--- src/rtl/air_hockey_scoreboard_if.sv ---
// Scoreboard interface: game-tick clock samples and goal flags in, score/status out.
// SCORE_SEVENSEG_EN adds the an/seg display drive.
interface air_hockey_scoreboard_if;
   logic       prev_clk_cursor;
   logic       clk_cursor;
   logic       collide1;
   logic       collide2;
   logic       restart;
   logic [7:0] score1;
   logic [7:0] score2;
   logic       freeze;
   logic       goal_flash;
   logic       puck_reset;
   logic       game_over;
   logic [1:0] winner;
   logic [1:0] state;
`ifdef SCORE_SEVENSEG_EN
   logic [3:0] an;
   logic [7:0] seg;
`endif

   modport slave (
      input  prev_clk_cursor, clk_cursor, collide1, collide2, restart,
      output score1, score2, freeze, goal_flash, puck_reset,
      output game_over, winner, state
`ifdef SCORE_SEVENSEG_EN
      , output an, seg
`endif
   );

   modport master (
      output prev_clk_cursor, clk_cursor, collide1, collide2, restart,
      input  score1, score2, freeze, goal_flash, puck_reset,
      input  game_over, winner, state
`ifdef SCORE_SEVENSEG_EN
      , input an, seg
`endif
   );
endinterface

--- src/rtl/air_hockey_scoreboard.sv ---
// Air hockey score keeper: BCD scores, play/hold/over flow, puck reset pulse.
// Define SCORE_SEVENSEG_EN to add the multiplexed 7-segment score display.
module air_hockey_scoreboard #(
   parameter int WIN_SCORE    = 7,
   parameter int HOLD_TICKS   = 60,
   parameter int REFRESH_BITS = 17
) (
   input logic                    clk,
   input logic                    clr,
   air_hockey_scoreboard_if.slave bus
);
   localparam logic [1:0] S_PLAY = 2'b00;
   localparam logic [1:0] S_HOLD = 2'b01;
   localparam logic [1:0] S_OVER = 2'b10;

   localparam logic [7:0] WIN_BCD   = {4'(WIN_SCORE / 10), 4'(WIN_SCORE % 10)};
   localparam logic [7:0] HOLD_INIT = 8'(HOLD_TICKS);

   if (WIN_SCORE < 1 || WIN_SCORE > 99 || HOLD_TICKS < 1 ||
       HOLD_TICKS > 255 || REFRESH_BITS < 2) begin : g_bad_param
      $error("air_hockey_scoreboard: parameter out of range");
   end

   logic [1:0] st;
   logic [7:0] hold_cnt;
   logic [7:0] score1_q, score2_q;
   logic       c1_q, c2_q;
   logic       freeze_q, goal_flash_q, puck_reset_q, game_over_q;
   logic [1:0] winner_q;
   logic       g1, g2, tick;
   logic [7:0] inc1, inc2;

   function automatic logic [7:0] bcd_inc(input logic [7:0] v);
      if (v == 8'h99)
         return v;
      else if (v[3:0] == 4'd9)
         return {v[7:4] + 4'd1, 4'd0};
      else
         return {v[7:4], v[3:0] + 4'd1};
   endfunction

   assign g1   = bus.collide1 & ~c1_q;
   assign g2   = bus.collide2 & ~c2_q;
   assign tick = ~bus.prev_clk_cursor & bus.clk_cursor;
   assign inc1 = bcd_inc(score1_q);
   assign inc2 = bcd_inc(score2_q);

   always_ff @(posedge clk or posedge clr) begin
      if (clr) begin
         st           <= S_HOLD;
         hold_cnt     <= HOLD_INIT;
         score1_q     <= 8'h00;
         score2_q     <= 8'h00;
         c1_q         <= 1'b0;
         c2_q         <= 1'b0;
         freeze_q     <= 1'b1;
         goal_flash_q <= 1'b0;
         puck_reset_q <= 1'b0;
         game_over_q  <= 1'b0;
         winner_q     <= 2'b00;
      end else begin
         c1_q         <= bus.collide1;
         c2_q         <= bus.collide2;
         puck_reset_q <= 1'b0;
         case (st)
            S_PLAY: begin
               // left goal credits player 2, right goal credits player 1
               if (g1 && !g2) begin
                  score2_q <= inc2;
                  freeze_q <= 1'b1;
                  if (inc2 == WIN_BCD) begin
                     st          <= S_OVER;
                     winner_q    <= 2'b10;
                     game_over_q <= 1'b1;
                  end else begin
                     st           <= S_HOLD;
                     hold_cnt     <= HOLD_INIT;
                     goal_flash_q <= 1'b1;
                  end
               end else if (g2 && !g1) begin
                  score1_q <= inc1;
                  freeze_q <= 1'b1;
                  if (inc1 == WIN_BCD) begin
                     st          <= S_OVER;
                     winner_q    <= 2'b01;
                     game_over_q <= 1'b1;
                  end else begin
                     st           <= S_HOLD;
                     hold_cnt     <= HOLD_INIT;
                     goal_flash_q <= 1'b1;
                  end
               end
            end
            S_HOLD: begin
               if (tick) begin
                  if (hold_cnt <= 8'd1) begin
                     st           <= S_PLAY;
                     freeze_q     <= 1'b0;
                     puck_reset_q <= 1'b1;
                     goal_flash_q <= 1'b0;
                  end else begin
                     hold_cnt <= hold_cnt - 8'd1;
                  end
               end
            end
            S_OVER: begin
               if (bus.restart) begin
                  st           <= S_HOLD;
                  hold_cnt     <= HOLD_INIT;
                  score1_q     <= 8'h00;
                  score2_q     <= 8'h00;
                  winner_q     <= 2'b00;
                  game_over_q  <= 1'b0;
                  goal_flash_q <= 1'b0;
               end
            end
            default: begin
               st       <= S_HOLD;
               hold_cnt <= HOLD_INIT;
               freeze_q <= 1'b1;
            end
         endcase
      end
   end

   assign bus.score1     = score1_q;
   assign bus.score2     = score2_q;
   assign bus.freeze     = freeze_q;
   assign bus.goal_flash = goal_flash_q;
   assign bus.puck_reset = puck_reset_q;
   assign bus.game_over  = game_over_q;
   assign bus.winner     = winner_q;
   assign bus.state      = st;

`ifdef SCORE_SEVENSEG_EN
   localparam logic [REFRESH_BITS-1:0] REF_ONE = {{(REFRESH_BITS-1){1'b0}}, 1'b1};

   logic [REFRESH_BITS-1:0] refresh;
   logic [1:0]              sel;
   logic [3:0]              digit;
   logic                    blank;
   logic [3:0]              an_q;
   logic [7:0]              seg_q;

   function automatic logic [7:0] seg_of(input logic [3:0] d);
      case (d)
         4'h0: return 8'hC0;
         4'h1: return 8'hF9;
         4'h2: return 8'hA4;
         4'h3: return 8'hB0;
         4'h4: return 8'h99;
         4'h5: return 8'h92;
         4'h6: return 8'h82;
         4'h7: return 8'hF8;
         4'h8: return 8'h80;
         4'h9: return 8'h90;
         4'hA: return 8'h88;
         4'hB: return 8'h83;
         4'hC: return 8'hC6;
         4'hD: return 8'hA1;
         4'hE: return 8'h86;
         default: return 8'h8E;
      endcase
   endfunction

   assign sel = refresh[REFRESH_BITS-1 -: 2];

   always_comb begin
      digit = 4'h0;
      case (sel)
         2'd0:    digit = score1_q[3:0];
         2'd1:    digit = score1_q[7:4];
         2'd2:    digit = score2_q[3:0];
         default: digit = score2_q[7:4];
      endcase
      // in OVER only the winner's digits stay lit
      blank = game_over_q &&
              ((winner_q == 2'b01 && sel[1]) || (winner_q == 2'b10 && !sel[1]));
   end

   always_ff @(posedge clk or posedge clr) begin
      if (clr) begin
         refresh <= '0;
         an_q    <= 4'b1111;
         seg_q   <= 8'hFF;
      end else begin
         refresh <= refresh + REF_ONE;
         an_q    <= blank ? 4'b1111 : ~(4'b0001 << sel);
         seg_q   <= seg_of(digit);
      end
   end

   assign bus.an  = an_q;
   assign bus.seg = seg_q;
`endif
endmodule

--- src/flat_wrapper.sv ---
// flat-port wrapper written by rule: the top's interface ports become plain ports
module air_hockey_scoreboard_flat 
#(
   parameter int WIN_SCORE    = 7,
   parameter int HOLD_TICKS   = 60,
   parameter int REFRESH_BITS = 17
)
  (clk, clr, bus_prev_clk_cursor, bus_clk_cursor, bus_collide1, bus_collide2, bus_restart, bus_score1, bus_score2, bus_freeze, bus_goal_flash, bus_puck_reset, bus_game_over, bus_winner, bus_state);
  air_hockey_scoreboard_if bus_i ();
  input logic clk;
  input logic clr;
  input wire logic [$bits(bus_i.prev_clk_cursor)-1:0] bus_prev_clk_cursor;
  input wire logic [$bits(bus_i.clk_cursor)-1:0] bus_clk_cursor;
  input wire logic [$bits(bus_i.collide1)-1:0] bus_collide1;
  input wire logic [$bits(bus_i.collide2)-1:0] bus_collide2;
  input wire logic [$bits(bus_i.restart)-1:0] bus_restart;
  output wire logic [$bits(bus_i.score1)-1:0] bus_score1;
  output wire logic [$bits(bus_i.score2)-1:0] bus_score2;
  output wire logic [$bits(bus_i.freeze)-1:0] bus_freeze;
  output wire logic [$bits(bus_i.goal_flash)-1:0] bus_goal_flash;
  output wire logic [$bits(bus_i.puck_reset)-1:0] bus_puck_reset;
  output wire logic [$bits(bus_i.game_over)-1:0] bus_game_over;
  output wire logic [$bits(bus_i.winner)-1:0] bus_winner;
  output wire logic [$bits(bus_i.state)-1:0] bus_state;
  assign bus_i.prev_clk_cursor = bus_prev_clk_cursor;
  assign bus_i.clk_cursor = bus_clk_cursor;
  assign bus_i.collide1 = bus_collide1;
  assign bus_i.collide2 = bus_collide2;
  assign bus_i.restart = bus_restart;
  assign bus_score1 = bus_i.score1;
  assign bus_score2 = bus_i.score2;
  assign bus_freeze = bus_i.freeze;
  assign bus_goal_flash = bus_i.goal_flash;
  assign bus_puck_reset = bus_i.puck_reset;
  assign bus_game_over = bus_i.game_over;
  assign bus_winner = bus_i.winner;
  assign bus_state = bus_i.state;
  air_hockey_scoreboard #(.WIN_SCORE(WIN_SCORE), .HOLD_TICKS(HOLD_TICKS), .REFRESH_BITS(REFRESH_BITS)) u_core (.clk(clk), .clr(clr), .bus(bus_i));
endmodule
--- config.mk ---
export PLATFORM = sky130hd
export DESIGN_NAME = air_hockey_scoreboard_flat
export DESIGN_NICKNAME = d
export VERILOG_FILES = /design/src/rtl/air_hockey_scoreboard_if.sv /design/src/rtl/air_hockey_scoreboard.sv /design/src/flat_wrapper.sv
export SDC_FILE = /design/constraint.sdc
export NUM_CORES = 1
export LEC_CHECK = 0
export ABC_AREA = 1
export CAP_MARGIN = 20
export CORE_ASPECT_RATIO = 1.2
export CORE_MARGIN = 5
export CORE_UTILIZATION = 50
export DETAILED_ROUTE_END_ITERATION = 8
export GPL_TIMING_DRIVEN = 0
export PLACE_DENSITY = 0.82
export SETUP_SLACK_MARGIN = 0.15
export SLEW_MARGIN = 20
export SYNTH_ARGS = -nofsm -noshare
export SYNTH_HDL_FRONTEND = slang
export SYNTH_SLANG_ARGS = --single-unit
export TNS_END_PERCENT = 50
--- constraint.sdc ---
create_clock -name clk -period 1.8 [get_ports clk]
set_clock_uncertainty 0.1 [all_clocks]
set_input_delay 0.36 -clock clk [delete_from_list [all_inputs] [get_ports clk]]
set_output_delay 0.36 -clock clk [all_outputs]
set_load 0.005 [all_outputs]
# Yosys cells after proc, flatten, opt, wreduce, memory -nomap -nowiden
# Index checks and enable logic that the tools add are counted.
dict set report classes {
  n_lt_le_gt_ge 1
  bitwise_logic 7
  n_shift 0
  multipliers 0
  n_mux 51
  n_addsub 5
  eq_ne 20
  n_reduce_logical 14
  n_div 0
}
# cell count
set ops {}
lappend ops {{$mux 8} 15}
lappend ops {{$pmux 8 s2} 2}
lappend ops {{$mux 2} 12}
lappend ops {{$pmux 8 s3} 1}
lappend ops {{$add 4x1->4 const B} 4}
lappend ops {{$eq 8x3->1 const B} 2}
lappend ops {{$eq 8x8->1 const B} 2}
lappend ops {{$mux 1} 16}
lappend ops {{$reduce_and 4->1} 3}
lappend ops {{$eq 4x4->1 const B} 2}
lappend ops {{$le 8x1->1 const B} 1}
lappend ops {{$ne 2x1->1 const B} 4}
lappend ops {{$sub 8x1->8 const B} 1}
lappend ops {{$reduce_and 7->1} 1}
lappend ops {{$ne 2x2->1 const B} 3}
lappend ops {{$ne 3x1->1 const B} 2}
lappend ops {{$ne 3x3->1 const B} 2}
lappend ops {{$pmux 1 s3} 2}
lappend ops {{$pmux 2 s3} 1}
lappend ops {{$reduce_and 6->1} 1}
lappend ops {{$reduce_and 5->1} 1}
lappend ops {{$not 1->1} 4}
lappend ops {{$pmux 2 s2} 1}
lappend ops {{$and 1x1->1} 3}
lappend ops {{other kinds (10)} 12}
dict set report totals {
  mem_bits_rw 0
  ff_bits 34
  romBits 0
  memories 0
  latchBits 0
  wordCells 109
  inputBits 7
}

# Depth between registers and ports, before layout
# Gate-level depths: netlist of the first run.
dict set report logic_depth {
  ltp_word 8
  ltp_mapped 13
  mapped_depth_nobuf 13
}

# Least setup slack after synthesis of the first run
# OpenSTA, ideal clock, no wires.
dict set report synth_timing {
  path_kind {register to register}
  startpoint {register u_core.st[0] (netlist: u_core.bus.state[0])}
  endpoint {register u_core.hold_cnt[6]}
  path_slack_ns -0.125
  arrival_time_ns 1.708
  path_stages_with_launch 12
  period_less_slack_ns 1.925
  setup_ns 0.117
  n_path_buf 1
  path_cell_list {dfstp_2 > inv_1 > ha_1 > inv_2 > nor2_2 > nand2_1 > nand2_1 > nor2_1 > nand3_4 > buf_12 > nand2_2 > o21ai_2}
}
dict set report synth_via {
  elab_chain_cells 3
  elab_cells_between_ends 11
}
# element line
set synth_rtl {}
lappend synth_rtl {{start: declaration} air_hockey_scoreboard.sv:24} ;# logic [1:0] st;
lappend synth_rtl {{start signal: assignment} air_hockey_scoreboard.sv:50} ;# st <= S_HOLD;
lappend synth_rtl {{start signal: assignment} air_hockey_scoreboard.sv:72} ;# st <= S_OVER;
lappend synth_rtl {{start signal: assignment} air_hockey_scoreboard.sv:76} ;# st <= S_HOLD;
lappend synth_rtl {{$eq 2x1->1, or another cell as far along} air_hockey_scoreboard.sv:65} ;# case (st)
lappend synth_rtl {{$ne 2x1->1 (no line), or another cell as far along} n/a}
lappend synth_rtl {{$reduce_and 6->1 (no line)} n/a}
lappend synth_rtl {{end signal: assignment} air_hockey_scoreboard.sv:102} ;# hold_cnt <= hold_cnt - 8'd1;
lappend synth_rtl {{end: declaration} air_hockey_scoreboard.sv:25} ;# logic [7:0] hold_cnt;
# Parallel ways exist; a longest one is shown, timed or not.
# A chain may end at the register's enable or synchronous reset.

# Worst setup path after layout of the first run
dict set report layout_timing {
  startpoint {register u_core.st[0] (netlist: u_core.bus.state[0])}
  endpoint {register u_core.hold_cnt[0]}
}
# Same word-level chain as after synthesis.

==> impl_metrics.yaml, run 1 <==
routing:
  post_drt_wl_per_cell_um: 15.0
  vias: 2191
  drcViolationCount: 0
  drt_pass1_iterations: 4
  drtAntennaViolNets: 0
  routed_via_density: 5.38
  routed_wl_um: 6110
  drt_iter0_markers: 96
timing:
  worst_slew_pin_slew_ns: 0.708
  fmax_mhz: 530
  hold_viol: 0
  finalCritPeriodShare_pct: 105
  rsz0062_at_grt: "true"
  setup_viol: 10
  relSlewSlack_pct: 52.8
  slew_violations: 0
  fin_ws_ns: -0.0867
  post-route-min-period_ns: 1.89
  whs_ns: 0.206
placement:
  dpl_cell_area_um2: 2770
  port_buffers: 30
  gp_congestion: 0.833
  pre_cts_slack_ns: -0.441
  hpwl_um: 3540
setup_path:
  start_kind: "flip-flop"
  end_kind: "flip-flop"
  worstPathRequired_ns: 1.89
  worstPathArrival_ns: 1.97
  path_class: "reg2reg"
  path_max_fanout: 6
cts:
  cts_sinks: 34
  htree_levels: 2
  hold_buffers: 0
  cts_buffers: 5
  clk_latency_ns: 0.30
  clkTransAtPathRegs_ns: 0.07
  cts_tree: "done"
  cts_buffer_depth: 2
  root_buffer: "clkbuf_8"
pwr:
  power_frac_comb_pct: 61.2
  ir_drop_mv: 1.27
  p_int_mw: 2.90
  p_sw_share_pct: 45.0
  power_frac_clock_pct: 13.3
  powerDensity_nw_per_um2: 1590
  power.total_mw: 5.26
  seq_power_share_pct: 25.5
  net-switching-power_mw: 2.37
  leakage_nw: 1.54
synth:
  yosysWarningCount: 0
  synth_edf_count: 0
  yosysUniqueCellTypes: 35
  ys_seq_area_share_pct: 37.5
  syn_area_per_cell_um2: 7.98
  syn_area_um2: 2290
  synthFlopType: "dfrtp_1"
  syn_inst: 287
  synth-seq-cells: 34
  synth_fp_nets: 304
  ys_async_sr_fraction_pct: 100
final_layout:
  nets: 365
  antennaDiodeCount: 0
  final_cell_mix: "nand2_1 (40), inv_1 (27), dfrtp_1 (23)"
  final_area_um2: 3320
  drive_gt1_share_pct: 44.1
  area_growth_pct: 45.0
  final_common_cell: "nand2_1"
die:
  start_util_pct: 50.6
  die-area_um2: 6040
  core_um2: 4530
  die_h_um: 84.1
  pin_count: 31
  die_w_um: 71.8
  num_rows: 27
run:
  drv_cap: 0
global_routing:
  grt_start_max_net_pins: 35
  grtUsageTotal_pct: 20.1
  grt.overflow.total: 0
  antenna_found_initial: 0
  grt_pass1_vias: 2170
  grt_pass1_wl_um: 9760
worst_hold_path:
  hold_path_class: "in2reg"
run_status:
  violations: "negative setup slack"
  status: "finished, violations left"
[power groups by stage]
| stage | Clock, mW | Sequential (mW) | Combinational, mW |
|---|---|---|---|
| 2_1_floorplan | 0 | 1.30 | 1.69 |
| 3_3_place_gp | 0 | 1.32 | 2.31 |
| 3_5_place_dp | 0 | 1.33 | 2.36 |
| 4_1_cts | 0.707 | 1.32 | 2.85 |
| 5_1_grt | 0.731 | 1.37 | 3.52 |
| 6_report | 0.701 | 1.34 | 3.22 |
[logic make-up after synthesis]
| group | share of synthesized area, % |
|---|---|
| buffers and inverters | 8.69 |
| flip-flops | 37.5 |
| XOR/XNOR | 2.68 |
| AND/OR/NAND/NOR | 34.6 |
| adder cells (fa/ha/maj) | 5.46 |
| AO/OA/AOI/OAI | 11.0 |
[area by class of cell]
class,count,area [um2]
timing repair buffer,54,484
multi-input combinational,205,1570
fill,327,1210
inverter,46,189
clock buffer,7,76.3
sequential,34,865
tap,58,72.6
buffer,2,31.3
clock inverter,1,30.0
[through the flow]
step / instances / util [%] / setup TNS, ns
floorplan: 287 / - / 0
global placement: 375 / 61.2 / -12.66
detailed placement: 375 / 61.2 / -8.01
CTS: 398 / 69.9 / -0.0780
global route: 407 / 73.3 / -2.31
finish: 407 / 73.3 / -0.624
[worst max-delay path: stages, from the launching register on]
cell and delay, ns:
dfstp_2 0.57, inv_4 0.06, ha_4 0.18, inv_6 0.08, nor2_4 0.05, nand2_2 0.11, nand2_4 0.08, nor2_4 0.11
nand3_4 0.15, buf_4 0.17, nand2_1 0.06, o21ai_2 0.05
[Yosys cell counts, types with 2 or more instances]
cell type,number,area [um2]
nor2_1,23,86.3
nand3_4,2,35.0
dfstp_2,6,158
nand4_1,4,25.0
o22ai_1,8,50.1
nor3_1,3,15.0
a21oi_1,6,30.0
nand3_1,31,155
nand2_2,14,87.6
o2111ai_1,2,17.5
nand2_1,54,203
dfrtp_1,28,701
xnor2_1,2,17.5
o21ai_0,12,60.1
inv_1,36,135
nor2_4,5,56.3
inv_2,9,33.8
xor2_1,5,43.8
or2_2,2,12.5
nor2_2,4,25.0
o21ai_2,8,70.1
ha_1,10,125
[state kept, by name, indices dropped and copies added, names as in the netlist, 2 cells and up]
signal	count
u_core.bus.score1	8
u_core.bus.score2	8
u_core.bus.state	2
u_core.hold_cnt	8
u_core.bus.winner	2
[metal layers]
metal	GRT usage [%]	vias to the layer above	part of all wire, %
met2	34.6	63	54
met4	11.3	0	3.3
met1	23.1	1048	39
met3	3.71	21	3.8
li1	-	1059	-
met5	0	-	0
[final timing paths]
check / from / to / slack [ns] / cells past startpoint
hold / removal: bus_collide2 / u_core.c2_q / 0.21 / 1
setup reg to reg: u_core.bus.state[0] / u_core.hold_cnt[0] / -0.09 / 11
setup / recovery: u_core.bus.state[0] / u_core.hold_cnt[0] / -0.09 / 11
max in group asynchronous: clr / u_core.bus.score2[4] / 0.70 / 2
hold reg to reg: u_core.bus.freeze / u_core.bus.freeze / 0.37 / 2
min in group asynchronous: clr / u_core.hold_cnt[7] / 0.39 / 2
[what timing repair did]
item / CTS / global route
gates resized for setup: 76 / 21
cloned: 1 / 1
pin swaps: 11 / 16
setup endpoints to repair: 50 / 32
buffers inserted: 14 / 8
No activity file was read; power rests on OpenSTA's default activity.
==> inputs of run 2 (changes only) <==
CAP_MARGIN = default   (was 20)
==> results of run 2 <==
No change in the layout: final DEF, timing and power equal those of run 1.
==> edit: new RTL, settings of run 2 <==
`HOLD_TICKS` is set to 60 in 2 places; all go to 30.
--- a/src/rtl/air_hockey_scoreboard.sv
+++ b/src/rtl/air_hockey_scoreboard.sv
@@ -4,3 +4,3 @@
    parameter int WIN_SCORE    = 7,
-   parameter int HOLD_TICKS   = 60,
+   parameter int HOLD_TICKS   = 30,
    parameter int REFRESH_BITS = 17
--- a/src/flat_wrapper.sv
+++ b/src/flat_wrapper.sv
@@ -4,3 +4,3 @@
    parameter int WIN_SCORE    = 7,
-   parameter int HOLD_TICKS   = 60,
+   parameter int HOLD_TICKS   = 30,
    parameter int REFRESH_BITS = 17
Check against the original RTL: same outputs for any inputs over 10 cycles, from zero or initial values; that may be too few to reach the edited logic, so the function may still have changed.
==> edit against run 2 <==
  * The run still ends with setup timing left
  * Clock power is 0.9% higher
  * Power rose by 8.3%
  * Cell count rose by 4.7%
  * Design area grew 4.7%
  * Hold slack better by 0.036 ns
  * Via count up 14%
  * Wire length is 29% higher
  * Non-clock buffer count increased by 18
  * Sequential cell count unchanged
  * Combinational power up 13%
  * Area after synthesis decreased by 1.1%
  * Setup slack got worse by 0.13 ns
  * Critical endpoint is now u_core.hold_cnt[7]
  * Largest power group unchanged
==> edit: results (changes against run 2) <==
Clock transition at path regs 0.07 ns (about the same); hold path depth 1 (unchanged); Netlist cell types 32 (-8.6%); first-pass GRT wire length 10600 um (+8.3%); clock buffer depth 2 (unchanged); worst r2r src u_core.bus.score2[5]; critical path's largest stage delay 0.41 ns (-0.16 ns); worst slew pin tran 0.728 ns (+0.0207 ns); final setup vio count 27 (+17); Pre-antenna DRT Iters 7 (+3); Port Buf Inserts 30 (unchanged); fin nets 386 (+5.8%); Routed WL 7880 um (+29%); Worst EP arrival 2.10 ns (+0.13 ns); status finished, violations left; largest cells by area after synthesis dfrtp_1 31%, nand2_1 9.5%, nand3_1 7.5%; CTS Buf Count 5 (unchanged); vias in the first global route 2342 (+7.9%); Worst Hold Launch bus_collide1; hold_ws 0.243 ns (+0.0363 ns); Synthesized Nets 308 (+1.3%); remaining global-route overflow 0 (unchanged); Leak 1.66 nW (+7.4%); Reg2Reg Depth 10 (-1); layout cell share with drive strength beyond 1 44.6% (+0.47 points); H-tree depth 2 (unchanged); post-DP HPWL 3700 um (+4.5%); asr flop ratio synth 100% (unchanged); failing checks setup timing; fin util 80.4% (+7.0 points); Post-synth top cells 57 x nand2_1, 41 x inv_1, 34 x nand3_1; worst reg2reg path endpoint u_core.hold_cnt[7]; Antenna Cells 0 (unchanged); hold path endpoint u_core.c1_q; pin count of the biggest net entering global routing 35 (unchanged); fill count 252 (-23%); via count 2508 (+14%); GRT Resource Usage Total 22.0% (+1.9 points); Ys Warns 0 (unchanged); Root Driver clkbuf_8; post-synthesis sequential area ratio 37.9% (+0.44 points); initial antenna violation count 0 (unchanged); global placement routability congestion 0.840 (+0.79%); placed cell area 2740 sq um (-0.95%); DRT iter0 DRCs 208 (+120%); Worst Slack Setup Final -0.213 ns (-0.126 ns); worst min-delay path class in -> reg; Slowest-stage cell, CP dfrtp_1; worst-path fanout max 5 (-1); Max VDD drop 1.15 mV (-9.4%); latest clock arrival within the worst-skew pair 0.30 ns (about the same)
==> edit: cells by family after synthesis <==
family | Yosys count | share of synthesized area, %
DFF | 34 | 37.9
AOI/OAI and AO/OA | 37 | 10.4
buffers and inverters | 51 | 9.29
adders and majority gates | 10 | 5.53
xor gates and xnor gates | 5 | 1.93
and+or+nand+nor | 154 | 34.9
==> edit: worst max-delay path by stage <==
stage | from | end | slack [ns] | cells past startpoint
6_report | u_core.bus.score2[5] | u_core.hold_cnt[7] | -0.21 | 10
5_1_grt | u_core.hold_cnt[0] | u_core.hold_cnt[7] | -0.30 | 7
3_3_place_gp | bus_collide1 | u_core.hold_cnt[6] | -0.44 | 10
2_1_floorplan | u_core.bus.state[0] | u_core.bus.score1[6] | 0.03 | 9
3_5_place_dp | bus_collide1 | u_core.hold_cnt[0] | -0.46 | 9
4_1_cts | u_core.bus.state[0] | u_core.hold_cnt[7] | -0.03 | 11
==> edit: layer usage <==
metal / global-route usage, % / wire length [um] / up-vias
li1: - / - / 1100
met1: 23.3 / 2810 / 1209
met2: 38.0 / 4080 / 145
met3: 6.02 / 510 / 54
met4: 13.2 / 478 / 0
met5: 0 / 0 / -
==> edit: repair_timing <==
action,CTS,global route
pin swaps,11,23
setup buffers,23,16
gates cloned,1,1
gates resized for setup,68,35
endpoints found under the setup margin,50,35
==> edit: stage by stage <==
stage	total power (W)	setup slack, ns	setup TNS (ns)	cells
5_1_grt	0.00598	-0.297	-4.62	426
4_1_cts	0.00502	-0.0309	-0.117	409
3_3_place_gp	0.00356	-0.444	-13.56	377
3_5_place_dp	0.00363	-0.461	-8.65	377
6_report	0.00570	-0.213	-2.69	426
2_1_floorplan	0.00294	0.0323	0	291
==> edit: final cells by class <==
class                   count  share of cell area, %
well taps                  56                   2.02
plain buffers               3                   1.30
flip-flops and latches     34                   24.8
clock inverters             1                  0.864
inverters                  48                   5.65
repair buffers             71                   19.0
multi-input cells         206                   44.1
clock buffers               7                   2.20
==> edit: worst max-delay path, delay by kind of cell (launching register included) <==
kind                       cells  cell delay [ns]
AOI/OAI and AO/OA              1             0.06
DFF                            1             0.41
and+or+nand+nor                6             0.89
adders and majority gates      1             0.17
buffers and inverters          2             0.27
==> edit: power by group <==
part           switching, W  internal [W]
registers          0.000285       0.00106
logic               0.00197       0.00168
clock network      0.000293      0.000414
